File: src/rtl/branch_ctrl_pkg.sv
// Core-wide shared definitions for branch resolution: datapath width,
// conditional-branch funct3 encodings and the branch_ctrl FSM states.
package branch_ctrl_pkg;

   localparam int XLEN = 32;

   localparam logic [2:0] F3_BEQ  = 3'b000;
   localparam logic [2:0] F3_BNE  = 3'b001;
   localparam logic [2:0] F3_BLT  = 3'b100;
   localparam logic [2:0] F3_BGE  = 3'b101;
   localparam logic [2:0] F3_BLTU = 3'b110;
   localparam logic [2:0] F3_BGEU = 3'b111;

   localparam logic [1:0] ST_IDLE  = 2'd0;
   localparam logic [1:0] ST_EVAL  = 2'd1;
   localparam logic [1:0] ST_FLUSH = 2'd2;

   // 010/011 are the only unassigned conditional-branch encodings
   function automatic logic f3_is_illegal(input logic [2:0] f3);
      return (f3 == 3'b010) || (f3 == 3'b011);
   endfunction

endpackage

File: src/rtl/branch_ctrl_cond_eval.sv
// Combinational operand comparator: equality plus signed/unsigned less-than.
module branch_cond_eval #(
   parameter int WIDTH = 32
) (
   input  logic [WIDTH-1:0] a,
   input  logic [WIDTH-1:0] b,
   input  logic             is_signed,
   output logic             eq,
   output logic             lt
);

   always_comb begin
      eq = (a == b);
      if (is_signed) lt = ($signed(a) < $signed(b));
      else           lt = (a < b);
   end

endmodule

File: src/rtl/branch_ctrl.sv
// Branch/jump resolution sequencer: captures one op, evaluates it in a single
// EVAL cycle, redirects fetch on mispredict and then holds a flush window.
module branch_ctrl
   import branch_ctrl_pkg::*;
#(
   parameter int XLEN         = branch_ctrl_pkg::XLEN,
   parameter int FLUSH_CYCLES = 2,
   parameter int CNT_W        = 2
) (
   input  logic            clk,
   input  logic            rst,
   input  logic            in_valid,
   output logic            in_ready,
   input  logic [2:0]      in_funct3,
   input  logic            in_is_jal,
   input  logic            in_is_jalr,
   input  logic [XLEN-1:0] in_pc,
   input  logic [XLEN-1:0] in_rs1,
   input  logic [XLEN-1:0] in_rs2,
   input  logic [XLEN-1:0] in_imm,
   input  logic            in_pred_taken,
   output logic            out_valid,
   output logic            out_taken,
   output logic [XLEN-1:0] out_target,
   output logic [XLEN-1:0] out_link,
   output logic            out_illegal,
   output logic            out_misalign,
   output logic            redirect,
   output logic [XLEN-1:0] redirect_pc,
   output logic            flush
);

   localparam int              LOAD_I   = (FLUSH_CYCLES > 0) ? FLUSH_CYCLES - 1 : 0;
   localparam logic [CNT_W-1:0] CNT_LOAD = CNT_W'(LOAD_I);

   logic [1:0]       state_q, state_d;
   logic [CNT_W-1:0] cnt_q, cnt_d;
   logic [2:0]       funct3_q, funct3_d;
   logic             is_jal_q, is_jal_d;
   logic             is_jalr_q, is_jalr_d;
   logic [XLEN-1:0]  pc_q, pc_d;
   logic [XLEN-1:0]  rs1_q, rs1_d;
   logic [XLEN-1:0]  rs2_q, rs2_d;
   logic [XLEN-1:0]  imm_q, imm_d;
   logic             pred_q, pred_d;

   logic            cmp_eq, cmp_lt;
   logic            is_jump, cond_taken, illegal, taken, misalign, mispredict;
   logic [XLEN-1:0] target, link;

   // BLT/BGE (1xx with bit1 clear) compare signed; BLTU/BGEU unsigned
   branch_cond_eval #(.WIDTH(XLEN)) u_cond (
      .a         (rs1_q),
      .b         (rs2_q),
      .is_signed (~funct3_q[1]),
      .eq        (cmp_eq),
      .lt        (cmp_lt)
   );

   always_comb begin
      is_jump = is_jal_q | is_jalr_q;
      unique case (funct3_q)
         F3_BEQ:  cond_taken = cmp_eq;
         F3_BNE:  cond_taken = ~cmp_eq;
         F3_BLT:  cond_taken = cmp_lt;
         F3_BGE:  cond_taken = ~cmp_lt;
         F3_BLTU: cond_taken = cmp_lt;
         F3_BGEU: cond_taken = ~cmp_lt;
         default: cond_taken = 1'b0;
      endcase
      illegal = ~is_jump & f3_is_illegal(funct3_q);
      taken   = is_jump | cond_taken;
      // JAL wins when decode flags both jump kinds
      if (is_jalr_q && !is_jal_q) target = (rs1_q + imm_q) & ~XLEN'(1);
      else                        target = pc_q + imm_q;
      link       = pc_q + XLEN'(4);
      misalign   = taken & target[1];
      mispredict = ~illegal & ~misalign & (taken != pred_q);
   end

   always_comb begin
      state_d   = state_q;
      cnt_d     = cnt_q;
      funct3_d  = funct3_q;
      is_jal_d  = is_jal_q;
      is_jalr_d = is_jalr_q;
      pc_d      = pc_q;
      rs1_d     = rs1_q;
      rs2_d     = rs2_q;
      imm_d     = imm_q;
      pred_d    = pred_q;
      unique case (state_q)
         ST_IDLE: begin
            if (in_valid) begin
               funct3_d  = in_funct3;
               is_jal_d  = in_is_jal;
               is_jalr_d = in_is_jalr;
               pc_d      = in_pc;
               rs1_d     = in_rs1;
               rs2_d     = in_rs2;
               imm_d     = in_imm;
               pred_d    = in_pred_taken;
               state_d   = ST_EVAL;
            end
         end
         ST_EVAL: begin
            if (mispredict && FLUSH_CYCLES > 0) begin
               state_d = ST_FLUSH;
               cnt_d   = CNT_LOAD;
            end else begin
               state_d = ST_IDLE;
            end
         end
         ST_FLUSH: begin
            if (cnt_q == '0) state_d = ST_IDLE;
            else             cnt_d   = cnt_q - CNT_W'(1);
         end
         default: state_d = ST_IDLE;
      endcase
   end

   always_ff @(posedge clk) begin
      if (rst) begin
         state_q   <= ST_IDLE;
         cnt_q     <= '0;
         funct3_q  <= '0;
         is_jal_q  <= 1'b0;
         is_jalr_q <= 1'b0;
         pc_q      <= '0;
         rs1_q     <= '0;
         rs2_q     <= '0;
         imm_q     <= '0;
         pred_q    <= 1'b0;
      end else begin
         state_q   <= state_d;
         cnt_q     <= cnt_d;
         funct3_q  <= funct3_d;
         is_jal_q  <= is_jal_d;
         is_jalr_q <= is_jalr_d;
         pc_q      <= pc_d;
         rs1_q     <= rs1_d;
         rs2_q     <= rs2_d;
         imm_q     <= imm_d;
         pred_q    <= pred_d;
      end
   end

   // Result outputs are only meaningful during the single EVAL cycle
   always_comb begin
      in_ready     = (state_q == ST_IDLE);
      flush        = (state_q == ST_FLUSH);
      out_valid    = 1'b0;
      out_taken    = 1'b0;
      out_target   = '0;
      out_link     = '0;
      out_illegal  = 1'b0;
      out_misalign = 1'b0;
      redirect     = 1'b0;
      redirect_pc  = '0;
      if (state_q == ST_EVAL) begin
         out_valid    = 1'b1;
         out_taken    = taken;
         out_target   = target;
         out_link     = link;
         out_illegal  = illegal;
         out_misalign = misalign;
         redirect     = mispredict;
         if (mispredict) redirect_pc = taken ? target : link;
      end
   end

endmodule
File: config.mk
export PLATFORM = sky130hd
export DESIGN_NAME = branch_ctrl
export DESIGN_NICKNAME = d
export VERILOG_FILES = /design/src/rtl/branch_ctrl_pkg.sv /design/src/rtl/branch_ctrl_cond_eval.sv /design/src/rtl/branch_ctrl.sv
export SDC_FILE = /design/constraint.sdc
export NUM_CORES = 1
export LEC_CHECK = 0
export CORE_AREA = 2 2 196 121
export CTS_CLUSTER_DIAMETER = 50
export DETAILED_ROUTE_END_ITERATION = 12
export DIE_AREA = 0 0 198 123
export HOLD_SLACK_MARGIN = 0.06
export PLACE_DENSITY_LB_ADDON = 0.15
export SYNTH_ARGS = -nofsm -noshare
export SYNTH_HDL_FRONTEND = slang
export SYNTH_HIERARCHICAL = 1
export SYNTH_SLANG_ARGS = --single-unit
File: constraint.sdc
create_clock -name clk -period 3.75 [get_ports clk]
set_clock_uncertainty 0.05 [all_clocks]
set_input_delay 0.75 -clock clk [delete_from_list [all_inputs] [get_ports clk]]
set_output_delay 0.75 -clock clk [all_outputs]
set_load 0.01 [all_outputs]
* Word-level counts from Yosys, hierarchy flattened
Cells that the tools add are included.
Operators by class: add/sub/neg operators 4, bitwise logic cells 11, reductions and logical operators 12, equality and inequality tests 15, $lt $le $gt $ge 2, mux-type cells 20
Operators with widths (number):
- $mux W32 | 6
- $add A32 B32 Y32 | 2
- $lt A32 B32 Y1 | 2
- $add A32 B3 Y32 const B | 1
- $eq A32 B32 Y1 | 1
- $eq A3 B3 Y1 const B | 4
- $mux W2 | 5
- $eq A3 B2 Y1 const B | 2
- $mux W1 | 6
- $ne A2 B2 Y1 const B | 3
- $pmux W2 S3 | 1
- $not A1 Y1 | 5
- $and A1 B1 Y1 | 4
- $logic_not A2 Y1 | 2
- $pmux W1 S4 | 1
- $pmux W2 S2 | 1
- $reduce_and A2 Y1 | 2
- $reduce_or A2 Y1 | 2
- $eq A3 B1 Y1 const B | 1
- $logic_not A3 Y1 | 1
- $reduce_and A3 Y1 | 1
- $eq A2 B1 Y1 const B | 1
- $eq A2 B2 Y1 const B | 1
- $ne A2 B1 Y1 const B | 1
- 7 further kinds | 8
Storage, ports and cells: flip-flop bits (word level) 138, input port bits 137, logic and storage cells 74

* Longest topological paths before layout
word-level depth 11, mapped depth 17

* By module
Netlist, hierarchy kept.
By module, submodules not included:
- branch_ctrl | times used 1, cells each 1365, area each 9653.0 um^2
- branch_cond_eval | times used 1, cells each 113, area each 818.3 um^2

* Worst setup path after synthesis
No wires, ideal clock.
path kind register -> output, from register rs2_q[25], to output redirect_pc[19], setup slack -0.484 ns, stages on the path, launching flop included 17, data required time 2.950 ns, buffers on the path 2, data arrival time 3.434 ns, cells stage by stage dfxtp_1 -> inv_1 -> ha_1 -> a21o_1 -> a221o_1 -> a221oi_2 -> o221ai_2 -> o32ai_1 -> mux2i_1 -> xnor2_1 -> nand2_1 -> and2_1 -> clkbuf_1 -> o32ai_1 -> clkbuf_1 -> o21ai_0 -> a221oi_1
Between the ends: word-level cells in the longest chain between the ends 11, elaborated cells between the ends (all ways) 16, classes of those cells order compare: 2; eq/ne: 2; mux: 5; bitwise: 7
Ends and longest elaborated chain:
- from (decl) | RTL line branch_ctrl.sv:43 | logic [XLEN-1:0] rs2_q, rs2_d;
- from (signal assigned) | RTL line branch_ctrl.sv:142 | rs2_q <= rs2_d;
- $lt A32 B32 Y1, on equally long branches | RTL line branch_ctrl_cond_eval.sv:14, branch_ctrl_cond_eval.sv:15
- $mux W1 (*) | RTL line branch_ctrl_cond_eval.sv:14 | if (is_signed) lt = ($signed(a) < $signed(b));
- via cmp_lt | RTL line branch_ctrl.sv:47 | logic cmp_eq, cmp_lt;
- $not A1 Y1 | RTL line branch_ctrl.sv:66, branch_ctrl.sv:68
- $pmux W1 S4 (*) | RTL line branch_ctrl.sv:62 | unique case (funct3_q)
- $or A1 B1 Y1 (*) | RTL line branch_ctrl.sv:72 | taken = is_jump | cond_taken;
- $and A1 B1 Y1 | RTL line branch_ctrl.sv:77 | misalign = taken & target[1];
- $not A1 Y1 | RTL line branch_ctrl.sv:78 | mispredict = ~illegal & ~misalign & (taken != pred_q);
- $and A1 B1 Y1 (2 in series) | RTL line branch_ctrl.sv:78
- $mux W32 (*) | RTL line branch_ctrl.sv:168 | if (mispredict) redirect_pc = taken ? target : link;
- $mux W32 (*) | RTL line branch_ctrl.sv:160 | if (state_q == ST_EVAL) begin
- to (decl) | RTL line branch_ctrl.sv:29 | output logic [XLEN-1:0] redirect_pc,
The timed path passes the listed nets; every way through them passes the cells marked *.

* Worst setup path after layout
from register rs1_q[12], to output redirect_pc[26]
Between the ends: word-level cells in the longest chain between the ends 11, elaborated cells between the ends (all ways) 18, classes of those cells add/sub: 1; order compare: 2; eq/ne: 2; mux: 6; bitwise: 7
Ends and longest elaborated chain:
- from (decl) | RTL line branch_ctrl.sv:42 | logic [XLEN-1:0] rs1_q, rs1_d;
- from (signal assigned) | RTL line branch_ctrl.sv:141 | rs1_q <= rs1_d;
- $lt A32 B32 Y1, on equally long branches | RTL line branch_ctrl_cond_eval.sv:14, branch_ctrl_cond_eval.sv:15
- $mux W1 (*) | RTL line branch_ctrl_cond_eval.sv:14
- via cmp_lt | RTL line branch_ctrl.sv:47
- $not A1 Y1 | RTL line branch_ctrl.sv:66, branch_ctrl.sv:68
- $pmux W1 S4 (*) | RTL line branch_ctrl.sv:62
- $or A1 B1 Y1 (*) | RTL line branch_ctrl.sv:72
- $and A1 B1 Y1 | RTL line branch_ctrl.sv:77
- $not A1 Y1 | RTL line branch_ctrl.sv:78
- $and A1 B1 Y1 (2 in series) | RTL line branch_ctrl.sv:78
- $mux W32 (*) | RTL line branch_ctrl.sv:168
- $mux W32 (*) | RTL line branch_ctrl.sv:160
Marked as above.

==> impl_summary.md <==
Run status
The flow ran to the end, but the final reports show violations. The final reports fail on negative setup slack.

Flow run
Max-cap violations in this run came to 0.

STA
The relative max-transition margin is 0.478. The final-report setup violation count is 58. The final setup slack of the worst path is -1.02 ns.

The hold violation total from the final report is 0. The highest achievable clock rate is roughly 210 MHz. The minimum period implied by the final worst setup slack is 4.77 ns. For the pin with the worst max-slew slack, the measured transition is 0.783 ns. Dividing the final minimum period by the clock period gives 1.27. The number of pins exceeding their max-slew limit in the final report was 0. Setup repair after global routing could not meet its margin everywhere.

Global routing
The number of global-route vias before repair is about 13000. Global routing finished with a remaining overflow of 0. The number of antenna violations at the first check in global routing came to 1. The first global-routing pass estimated 66.0 mm of wire.

In the global route stage, overall resource usage came out at 0.352. Entering global routing, the biggest net connects 77 pins.

Synthesis
The post-synthesis area per instance is 7.08 µm². Counting flops and latches in the post-synthesis netlist gives about 140. The post-synthesis instance total is about 1500. The most used flip-flop cell after synthesis is sky130_fd_sc_hd__dfxtp_1. The async set or reset register ratio after synthesis is 0. The post-synthesis cell type count is 72. The synthesized design contains 0 enable-type register cells. For this run, the register share of the synthesized area comes to 0.264. In this run the cell area of the synthesized design comes to 10500 µm². The number of nets in the synthesized netlist is 1715.

The number of warnings printed during yosys synthesis is 6.

Floorplanning
The floorplan step set the die width to 198 µm. The count of pins on the block boundary is 240. The initial core utilization is 0.462.

The core region area is 22700 µm². The floorplan step defined a die boundary enclosing 24400 µm². The initialized floorplan defines 43 standard-cell rows. The floorplan die height is approximately 120 µm.

Drt
The final layout contains routed wiring with a total length of approximately 45 mm. After detailed routing, the average wire length per cell comes to 19.3 µm. The final route contains 13200 vias. The detailed router finished its first iteration with around 1100 violations. The count of nets left with antenna violations once routing finished came out at 0. After detailed routing, the number of remaining DRC violations is 0.

For this run, the detailed router's first-pass iteration total came to 8. The via density per instance is 5.65.

Final layout
The top cell types in the final layout, fill and taps aside, are sky130_fd_sc_hd__nand2_1 (351), sky130_fd_sc_hd__buf_4 (293), sky130_fd_sc_hd__a21oi_1 (194). The share of cells above drive strength 1 is 0.348. The most common library cell in the layout ignoring fill and taps is sky130_fd_sc_hd__nand2_1. The layout overhead on the synthesized area is 69.4%. For this run, the post-layout net count is 2243.

Summing all non-filler instances in the final layout gives an area of 17700 µm². The share of the core filled with cells in the final layout is 0.783.

Placement
The congestion estimate from routability-driven global placement came to 0.973. The number of port buffers is 239. The post-detailed-placement cell area is 15200 µm². The half-perimeter wire length after detailed placement is 30.5 mm.

Clocking
The TritonCTS buffer count is 17. The H-tree was split into 4 levels. The maximum number of buffers from clock root to sink is 2. The clock root buffer is sky130_fd_sc_hd__clkbuf_16. The clock slew seen by the registers of the worst setup and hold paths is 0.06 ns. The CTS tree is built. The later pin in the worst-skew pair is clocked with a latency of 0.44 ns. After clock tree synthesis, the flow added hold-fix buffers numbering 0. For this design, the sink count on the clock tree is 138.

Hold path
The critical hold path startpoint is rs2_q[3]. The worst hold path belongs to the class flip-flop to flip-flop.

Critical path
Broken down by cell family, the worst path's largest delay share belongs to compound AO/OA/AOI/OAI gates. The sum of buffers and inverters on the critical path is 5. In this run the worst setup path begins at rs1_q[12]. STA puts the critical path data arrival time at 3.97 ns. The startpoint identified for the worst register-to-register timing path is rs1_q[12]. On the worst path, the slowest cell contributes a delay of roughly 0.40 ns. Traced cell by cell, the critical path runs through ha_4, nand4_1, buf_4, nor2_2, a221o_1, o31a_1, o32ai_2, mux2i_1, xnor2_1, nand2_1, and2_4, o32ai_4, buf_12, nand2_8, clkinv_8, buf_6, nand2_4, a211oi_2, buf_2. The path type of the worst setup path is flip-flop to output pin.

The critical path endpoint category is an output pin. The library cell contributing the largest single delay on the critical path is sky130_fd_sc_hd__dfxtp_1. The peak fanout along the critical path is 4.

At the worst endpoint, the required time is 2.95 ns. The type of element launching the critical path is a flip-flop.

Power
The leakage component of the power is 7.87 nW. For this design the ratio of total power to cell area is around 310 nW/µm². VDD sags by at most between 200 and 250 µV.
[Yosys cell counts, drive strengths merged, types with 8 or more instances]
cell type | instances | share of area
a31oi | 10 | 0.0060
xnor2 | 41 | 0.034
o21bai | 8 | 0.0057
dfxtp | 138 | 0.26
o21ai | 65 | 0.032
nor2 | 98 | 0.035
a21o | 29 | 0.021
nand2b | 12 | 0.0072
or3 | 9 | 0.0055
inv | 54 | 0.019
a211oi | 22 | 0.018
buf | 10 | 0.0039
ha | 98 | 0.12
and3 | 12 | 0.0072
nand4 | 18 | 0.011
clkbuf | 60 | 0.024
xor2 | 34 | 0.028
and2 | 24 | 0.014
nand3 | 25 | 0.013
nor2b | 10 | 0.0060
o21a | 9 | 0.0065
nand2 | 363 | 0.13
nor3 | 19 | 0.010
a21oi | 231 | 0.11
[what timing repair did]
action | CTS | global route
gates cloned | 4 | 0
setup endpoints to repair | 70 | 78
pin swaps | 100 | 112
resized for setup | 438 | 150
buffers inserted | 44 | 31
[tightest hold or removal path: stages, from the launching register on]
cell                      delay, ns
sky130_fd_sc_hd__dfxtp_1       0.31
sky130_fd_sc_hd__nand2_1       0.05
sky130_fd_sc_hd__a21oi_1       0.05
[worst paths after layout]
check / endpoint / slack (ns) / depth (start not counted)
min reg2reg: rs2_q[3] / 0.41 / 2
max: redirect_pc[26] / -1.02 / 19
min: rs2_q[3] / 0.41 / 2
max reg2reg: state_q[1] / -0.04 / 22
[where the power goes]
part | switching [mW] | total (mW) | internal (mW)
Sequential | 0.0906 | 1.66 | 1.57
Combinational | 1.17 | 2.23 | 1.05
Clock | 0.733 | 1.67 | 0.934
Total | 2.00 | 5.56 | 3.56
[per-stage QoR]
stage / hold WS [ns] / power [mW] / TNS [ns] / cells / setup WS (ns)
2_1_floorplan: 0.385 / 2.60 / -7.58 / 1478 / -0.323
3_3_place_gp: 0.394 / 3.47 / -33.64 / 2237 / -0.872
3_5_place_dp: 0.396 / 3.50 / -36.81 / 2237 / -0.999
4_1_cts: 0.405 / 5.38 / -35.26 / 2313 / -0.974
5_1_grt: 0.427 / 5.77 / -47.34 / 2335 / -1.20
6_report: 0.406 / 5.56 / -39.36 / 2335 / -1.02
[cell families (layout without fill, tap and decap cells)]
family | count (synthesis) | in the layout | synth area share
buffers and inverters | 125 | 666 | 0.0482
XOR/XNOR | 75 | 75 | 0.0627
multiplexers | 3 | 3 | 0.00287
AND/OR/NAND/NOR | 608 | 608 | 0.253
other | 0 | 1 | 0
adder cells (fa/ha/maj) | 100 | 100 | 0.121
flip-flops | 138 | 138 | 0.264
AO/OA/AOI/OAI | 429 | 429 | 0.249
[flip-flops by register name, summed over array words and instances (netlist names)]
signal and cells:
cnt_q 2, funct3_q 3, imm_q 32, is_jal_q 1
is_jalr_q 1, pc_q 32, pred_q 1, rs1_q 32
rs2_q 32, state_q 2
[area by class of cell]
type / count / area [µm²]
fill: 1552 / 4920
inverter: 55 / 216
timing repair buffer: 578 / 4990
tap: 315 / 394
timing repair inverter: 1 / 16.3
clock inverter: 13 / 119
sequential: 138 / 2800
multi-input combinational: 1215 / 8750
clock buffer: 19 / 443
antenna: 1 / 2.50
[metal layers]
metal	vias up	routed length, µm	GRT usage
met5	-	0	0
met2	653	20000	0.557
met1	6220	19100	0.465
met3	137	4160	0.0854
li1	6185	-	-
met4	0	1690	0.140
(Power assumes the default switching activity.)
